[src/rtl/serializer_pkg.sv]
// Shared definitions for the serializer / deserializer message-key path.
// Holds the frame FSM state encoding, the default word width and the
// bit-counter width rule both ends of the link must agree on.
package serializer_pkg;

  // Frame FSM encoding. 2'd3 is unused and recovers to ST_IDLE.
  typedef enum logic [1:0] {
    ST_IDLE  = 2'd0,
    ST_SHIFT = 2'd1,
    ST_DONE  = 2'd2
  } state_e;

  // Default parallel word width (bits per frame), must be >= 2.
  localparam int DATA_SIZE_DEFAULT = 8;

  // The bit counter must be able to hold DATA_SIZE itself, not just DATA_SIZE-1.
  function automatic int cnt_width(input int n);
    return $clog2(n) + 1;
  endfunction

  localparam int CNT_W_DEFAULT = cnt_width(DATA_SIZE_DEFAULT);

endpackage : serializer_pkg

[src/rtl/serializer_if.sv]
// Handshake and serial-link bundle of the serializer.
//   iEn          : shift enable (upstream -> serializer)
//   iValid/iData : parallel word offer (upstream -> serializer)
//   oReady       : serializer can accept a word
//   oSerial_out  : serial bit, MSB first
//   oLoad_flag   : oSerial_out carries a valid frame bit
//   oBit_counter : bits emitted in the current frame
//   oBusy/oDone  : frame in progress / one-cycle frame-complete pulse
// master = upstream controller side, slave = serializer side.
interface serializer_if
  import serializer_pkg::*;
#(
  parameter int DATA_SIZE = DATA_SIZE_DEFAULT
);
  localparam int CW = cnt_width(DATA_SIZE);

  logic                 iEn;
  logic                 iValid;
  logic [DATA_SIZE-1:0] iData;
  logic                 oReady;
  logic                 oSerial_out;
  logic                 oLoad_flag;
  logic [CW-1:0]        oBit_counter;
  logic                 oBusy;
  logic                 oDone;

  modport master (
    output iEn, iValid, iData,
    input  oReady, oSerial_out, oLoad_flag, oBit_counter, oBusy, oDone
  );

  modport slave (
    input  iEn, iValid, iData,
    output oReady, oSerial_out, oLoad_flag, oBit_counter, oBusy, oDone
  );

endinterface : serializer_if

[src/rtl/serializer.sv]
// Parallel-to-serial transmitter. Captures a DATA_SIZE-bit word on a
// valid/ready handshake while idle and emits it MSB first, one bit per
// enabled clock, qualified by oLoad_flag. oDone pulses for one cycle after
// the last bit. iEn=0 during a frame inserts gap cycles without losing data.
// Ports:
//   iClk : clock, rising edge
//   iRst : asynchronous active-low reset
//   bus  : serializer_if slave modport (handshake, serial link, status)
module serializer
  import serializer_pkg::*;
#(
  parameter int DATA_SIZE = DATA_SIZE_DEFAULT
) (
  input  logic         iClk,
  input  logic         iRst,
  serializer_if.slave  bus
);

  localparam int CW = cnt_width(DATA_SIZE);

  state_e               state_q;
  logic [DATA_SIZE-1:0] shreg_q;
  logic                 serial_q;
  logic                 load_flag_q;
  logic [CW-1:0]        cnt_q;
  logic                 done_q;

  // Combinational next values for the datapath, applied by the FSM below.
  logic [DATA_SIZE-1:0] shreg_d;
  logic [CW-1:0]        cnt_d;
  logic                 last_bit_d;

  assign shreg_d    = {shreg_q[DATA_SIZE-2:0], 1'b0};
  assign cnt_d      = cnt_q + CW'(1);
  // True while the bit about to be shifted is the final one of the frame.
  assign last_bit_d = (cnt_q == CW'(DATA_SIZE - 1));

  always_ff @(posedge iClk or negedge iRst) begin
    if (!iRst) begin
      state_q     <= ST_IDLE;
      shreg_q     <= '0;
      serial_q    <= 1'b0;
      load_flag_q <= 1'b0;
      cnt_q       <= '0;
      done_q      <= 1'b0;
    end else begin
      case (state_q)
        ST_IDLE: begin
          serial_q    <= 1'b0;
          load_flag_q <= 1'b0;
          done_q      <= 1'b0;
          if (bus.iValid) begin
            shreg_q <= bus.iData;
            cnt_q   <= '0;
            state_q <= ST_SHIFT;
          end
        end

        ST_SHIFT: begin
          done_q <= 1'b0;
          if (bus.iEn) begin
            serial_q    <= shreg_q[DATA_SIZE-1];
            shreg_q     <= shreg_d;
            load_flag_q <= 1'b1;
            cnt_q       <= cnt_d;
            if (last_bit_d) begin
              state_q <= ST_DONE;
              // Registered so oDone is high exactly while in ST_DONE.
              done_q  <= 1'b1;
            end
          end else begin
            // Stall: gap cycle, datapath and state hold.
            serial_q    <= 1'b0;
            load_flag_q <= 1'b0;
          end
        end

        ST_DONE: begin
          // Counter deliberately keeps DATA_SIZE until the next capture.
          serial_q    <= 1'b0;
          load_flag_q <= 1'b0;
          done_q      <= 1'b0;
          state_q     <= ST_IDLE;
        end

        default: begin
          serial_q    <= 1'b0;
          load_flag_q <= 1'b0;
          done_q      <= 1'b0;
          state_q     <= ST_IDLE;
        end
      endcase
    end
  end

  assign bus.oReady       = (state_q == ST_IDLE);
  assign bus.oBusy        = (state_q == ST_SHIFT) || (state_q == ST_DONE);
  assign bus.oSerial_out  = serial_q;
  assign bus.oLoad_flag   = load_flag_q;
  assign bus.oBit_counter = cnt_q;
  assign bus.oDone        = done_q;

endmodule : serializer
[src/flat_wrapper.sv]
// flat-port wrapper written by rule: the top's interface ports become plain ports
module serializer_flat import serializer_pkg::*;
#(
  parameter int DATA_SIZE = DATA_SIZE_DEFAULT
)
  (iClk, iRst, bus_iEn, bus_iValid, bus_iData, bus_oReady, bus_oSerial_out, bus_oLoad_flag, bus_oBit_counter, bus_oBusy, bus_oDone);
  serializer_if #(.DATA_SIZE(DATA_SIZE)) bus_i ();
  input  logic iClk;
  input  logic iRst;
  input wire logic [$bits(bus_i.iEn)-1:0] bus_iEn;
  input wire logic [$bits(bus_i.iValid)-1:0] bus_iValid;
  input wire logic [$bits(bus_i.iData)-1:0] bus_iData;
  output wire logic [$bits(bus_i.oReady)-1:0] bus_oReady;
  output wire logic [$bits(bus_i.oSerial_out)-1:0] bus_oSerial_out;
  output wire logic [$bits(bus_i.oLoad_flag)-1:0] bus_oLoad_flag;
  output wire logic [$bits(bus_i.oBit_counter)-1:0] bus_oBit_counter;
  output wire logic [$bits(bus_i.oBusy)-1:0] bus_oBusy;
  output wire logic [$bits(bus_i.oDone)-1:0] bus_oDone;
  assign bus_i.iEn = bus_iEn;
  assign bus_i.iValid = bus_iValid;
  assign bus_i.iData = bus_iData;
  assign bus_oReady = bus_i.oReady;
  assign bus_oSerial_out = bus_i.oSerial_out;
  assign bus_oLoad_flag = bus_i.oLoad_flag;
  assign bus_oBit_counter = bus_i.oBit_counter;
  assign bus_oBusy = bus_i.oBusy;
  assign bus_oDone = bus_i.oDone;
  serializer #(.DATA_SIZE(DATA_SIZE)) u_core (.iClk(iClk), .iRst(iRst), .bus(bus_i));
endmodule
[config.mk]
export PLATFORM = sky130hd
export DESIGN_NAME = serializer_flat
export DESIGN_NICKNAME = d
export VERILOG_FILES = /design/src/rtl/serializer_pkg.sv /design/src/rtl/serializer_if.sv /design/src/rtl/serializer.sv /design/src/flat_wrapper.sv
export SDC_FILE = /design/constraint.sdc
export NUM_CORES = 1
export LEC_CHECK = 0
export ABC_AREA = 1
export BUFFER_PORTS_ARGS = -buffer_cell sky130_fd_sc_hd__clkbuf_2
export CAP_MARGIN = 20
export CORE_MARGIN = 2
export CORE_UTILIZATION = 40
export DETAILED_ROUTE_END_ITERATION = 8
export SETUP_SLACK_MARGIN = 0.3
export SYNTH_ARGS = -nofsm -noshare
export SYNTH_HDL_FRONTEND = slang
export SYNTH_SLANG_ARGS = --single-unit
[constraint.sdc]
create_clock -name iClk -period 2.2 [get_ports iClk]
set_input_delay 0.22 -clock iClk [delete_from_list [all_inputs] [get_ports iClk]]
set_output_delay 0.22 -clock iClk [all_outputs]
set_load 0.005 [all_outputs]
==> results.cfg <==
[run_status]
outcome = complete, no violations

[final_layout]
layoutNonFillerInstCount = 148
layout-drive-gt1-share = 0.350
design_area_um2 = 1030
areaGrowthSynthToFinish_pct = 15.9
antenna_cells = 0
nets = 137
final_util = 0.480
fill_cells = 213

[synthesis]
netlist_top_cells_count = nand2_1 (22), dfrtp_1 (17), o21ai_2 (9), inv_1 (8), o21ai_0 (8)
synth_top_area_frac = 0.478
ys_seq_area_frac = 0.478
synth_most_common_cell = nand2_1
synth.area.top_cells = dfrtp_1 (48%), nand2_1 (9.3%), o21ai_2 (8.8%)
synthFlopType = dfrtp_1
synth_edf_count = 0
synth_top_area_cell = dfrtp_1
synth_area_um2 = 891
async_flop_share = 1.00
yosys_warnings = 0
synth_seq_cells = 17
synth.distinct_cells = 19
syn_nets = 115
synthCells = 99
syn_avg_cell_area_um2 = 9.00

[routing]
first_pass_iters = 4
wl_per_cell_um = 10.1
drc = 0
num_vias = 660
drt_iter0_drc = 11
routed_via_density = 4.46
totalWireLength_um = 1490
ant_nets = 0

[pwr]
p_int_w = 0.000762
peakVddDrop_uv = 581
p_sw_frac = 0.430
p_seq_frac = 0.385
combPwrFrac = 0.496
pwr-share-clk = 0.120
switchingPower_w = 0.000575
p_per_area_nw_per_um2 = 1300
p_leak_nw = 0.533

[global_routing]
antenna_found_initial = 0
grt_start_max_net_pins = 23
grt_pass1_vias = 629
overflow = 0
grt_pass1_wl_um = 2700
grt_usage = 0.137

[sta]
post-route-period-util = 0.735
setup_tns_ns = 0
max_freq_ghz = 0.619
timing.hold.ws_ns = 0.168
clock_skew_ns = 0.00416
worst_pin_slew_ns = 0.426
slew_headroom = 0.716
rsz0062_at_grt = no
period_minus_slack_ns = 1.62
hold_viol_final = 0
slew_viol_final = 0
setup_viol = 0

[worst_setup_path]
cp-end-kind = flip-flop
path_class = flip-flop to flip-flop
critPathRequiredTime_ns = 2.41
crit_arrival_ns = 1.83
reg2regPathDepth = 6
critPathLaunchType = flip-flop
path_max_fanout = 22

[die]
die-area_um2 = 2620
die_w_um = 51.2
die_h_um = 51.2
rows = 17
coreArea_um2 = 2150
start_util = 0.415
pin_count = 21

[place]
place.gp.congestion = 0.688
portBuffers = 20
dp.cells = 143
placed_cell_area_um2 = 993
hpwl_um = 1090

[clocking]
clkTransAtPathRegs_ns = 0.10
cts_setup_buffers = 0
cts_root_buffer = clkbuf_4
insertion_delay_ns = 0.28
clockBufferDepth = 2
numCtsBuffers = 3
cts.sinks = 17
tritoncts = done
h-tree-depth = 1

[min_path]
hold_path_class = input port to flip-flop
hold_path_depth = 3

[run]
cap_violations = 0
## kinds of logic (layout without fill, tap and decap cells)
kind of cell | Yosys count | count (layout) | synth area share
fa+ha+maj | 4 | 4 | 0.0562
simple gates | 44 | 44 | 0.237
buf+inv | 14 | 35 | 0.0787
compound gates | 20 | 20 | 0.150
flops | 17 | 17 | 0.478
## repair_timing
item,4_1_cts,5_1_grt
hold buffers,1,0
resized for setup,0,1
endpoints found under the hold margin,17,0
endpoints found under the setup margin,0,11
## worst max-delay path, cell delays in order, from the launching register on
cell	delay, ns
dfrtp_1	0.43
ha_2	0.27
inv_1	0.27
nand2_1	0.14
nand2_4	0.26
nand2_1	0.11
o21ai_2	0.07
## cell type report
type	count	area, µm²	share of cell area
multi-input combinational	68	398	0.385
timing repair buffer	21	110	0.107
clock buffer	4	26.3	0.0255
inverter	10	37.5	0.0364
tap	28	35.0	0.0339
sequential	17	425	0.412
## path summary, 6_finish.rpt
check,start,end,slack (ns)
max in group asynchronous,iRst,u_core.bus.oBit_counter[0]$_DFFE_PN0P_,1.51
worst min register to register,u_core.shreg_q[6]$_DFFE_PN0P_,u_core.shreg_q[6]$_DFFE_PN0P_,0.49
min in group asynchronous,iRst,u_core.shreg_q[4]$_DFFE_PN0P_,0.40
worst max register to register,u_core.state_q[0]$_DFFE_PN0P_,u_core.shreg_q[4]$_DFFE_PN0P_,0.58
worst max-delay path,u_core.state_q[0]$_DFFE_PN0P_,u_core.shreg_q[4]$_DFFE_PN0P_,0.58
worst min-delay path,bus_iEn,u_core.bus.oLoad_flag$_DFF_PN0_,0.17
## routing by layer
layer	vias to the layer above	track usage	wire, µm
li1	357	-	-
met1	286	0.183	753
met2	15	0.216	649
met3	2	0.0351	77
met4	0	0.0405	14
met5	-	0	0
## sequential cells by signal, summed over array words and instances (netlist names)
signal	count
u_core.shreg_q	8
u_core.bus.oBit_counter	4
u_core.state_q	2
u_core.bus.oDone	1
u_core.bus.oLoad_flag	1
u_core.bus.oSerial_out	1
## power by group through the flow
stage	sequential, W	combinational (W)	clock [W]
after floorplan	0.000505	0.000595	0
final	0.000514	0.000663	0.000160
after CTS	0.000512	0.000675	0.000170
after detailed placement	0.000519	0.000670	0
after global placement	0.000520	0.000660	0
after global routing	0.000530	0.000769	0.000187
## cell usage in the layout, fill, tap and decap left out
cell,n
nand2_1,22
clkbuf_2,20
dfrtp_1,17
o21ai_2,9
inv_1,8
o21ai_0,8
or2_1,6
nand3_1,4
nand2_2,4
nor2_1,3
ha_1,3
clkbuf_4,3
inv_2,2
o21ai_1,2
or2_2,2
nor3_1,1
nand2_4,1
a21oi_1,1
nand4_1,1
ha_2,1
clkbuf_1,1
dlygate4sd3_1,1
## through the flow
stage	setup slack (ns)	total power [W]
floorplan	0.946	0.00110
global placement	0.542	0.00118
detailed placement	0.462	0.00119
CTS	0.443	0.00136
global route	0.380	0.00149
finish	0.584	0.00134
No activity file was read; power rests on OpenSTA's default activity.
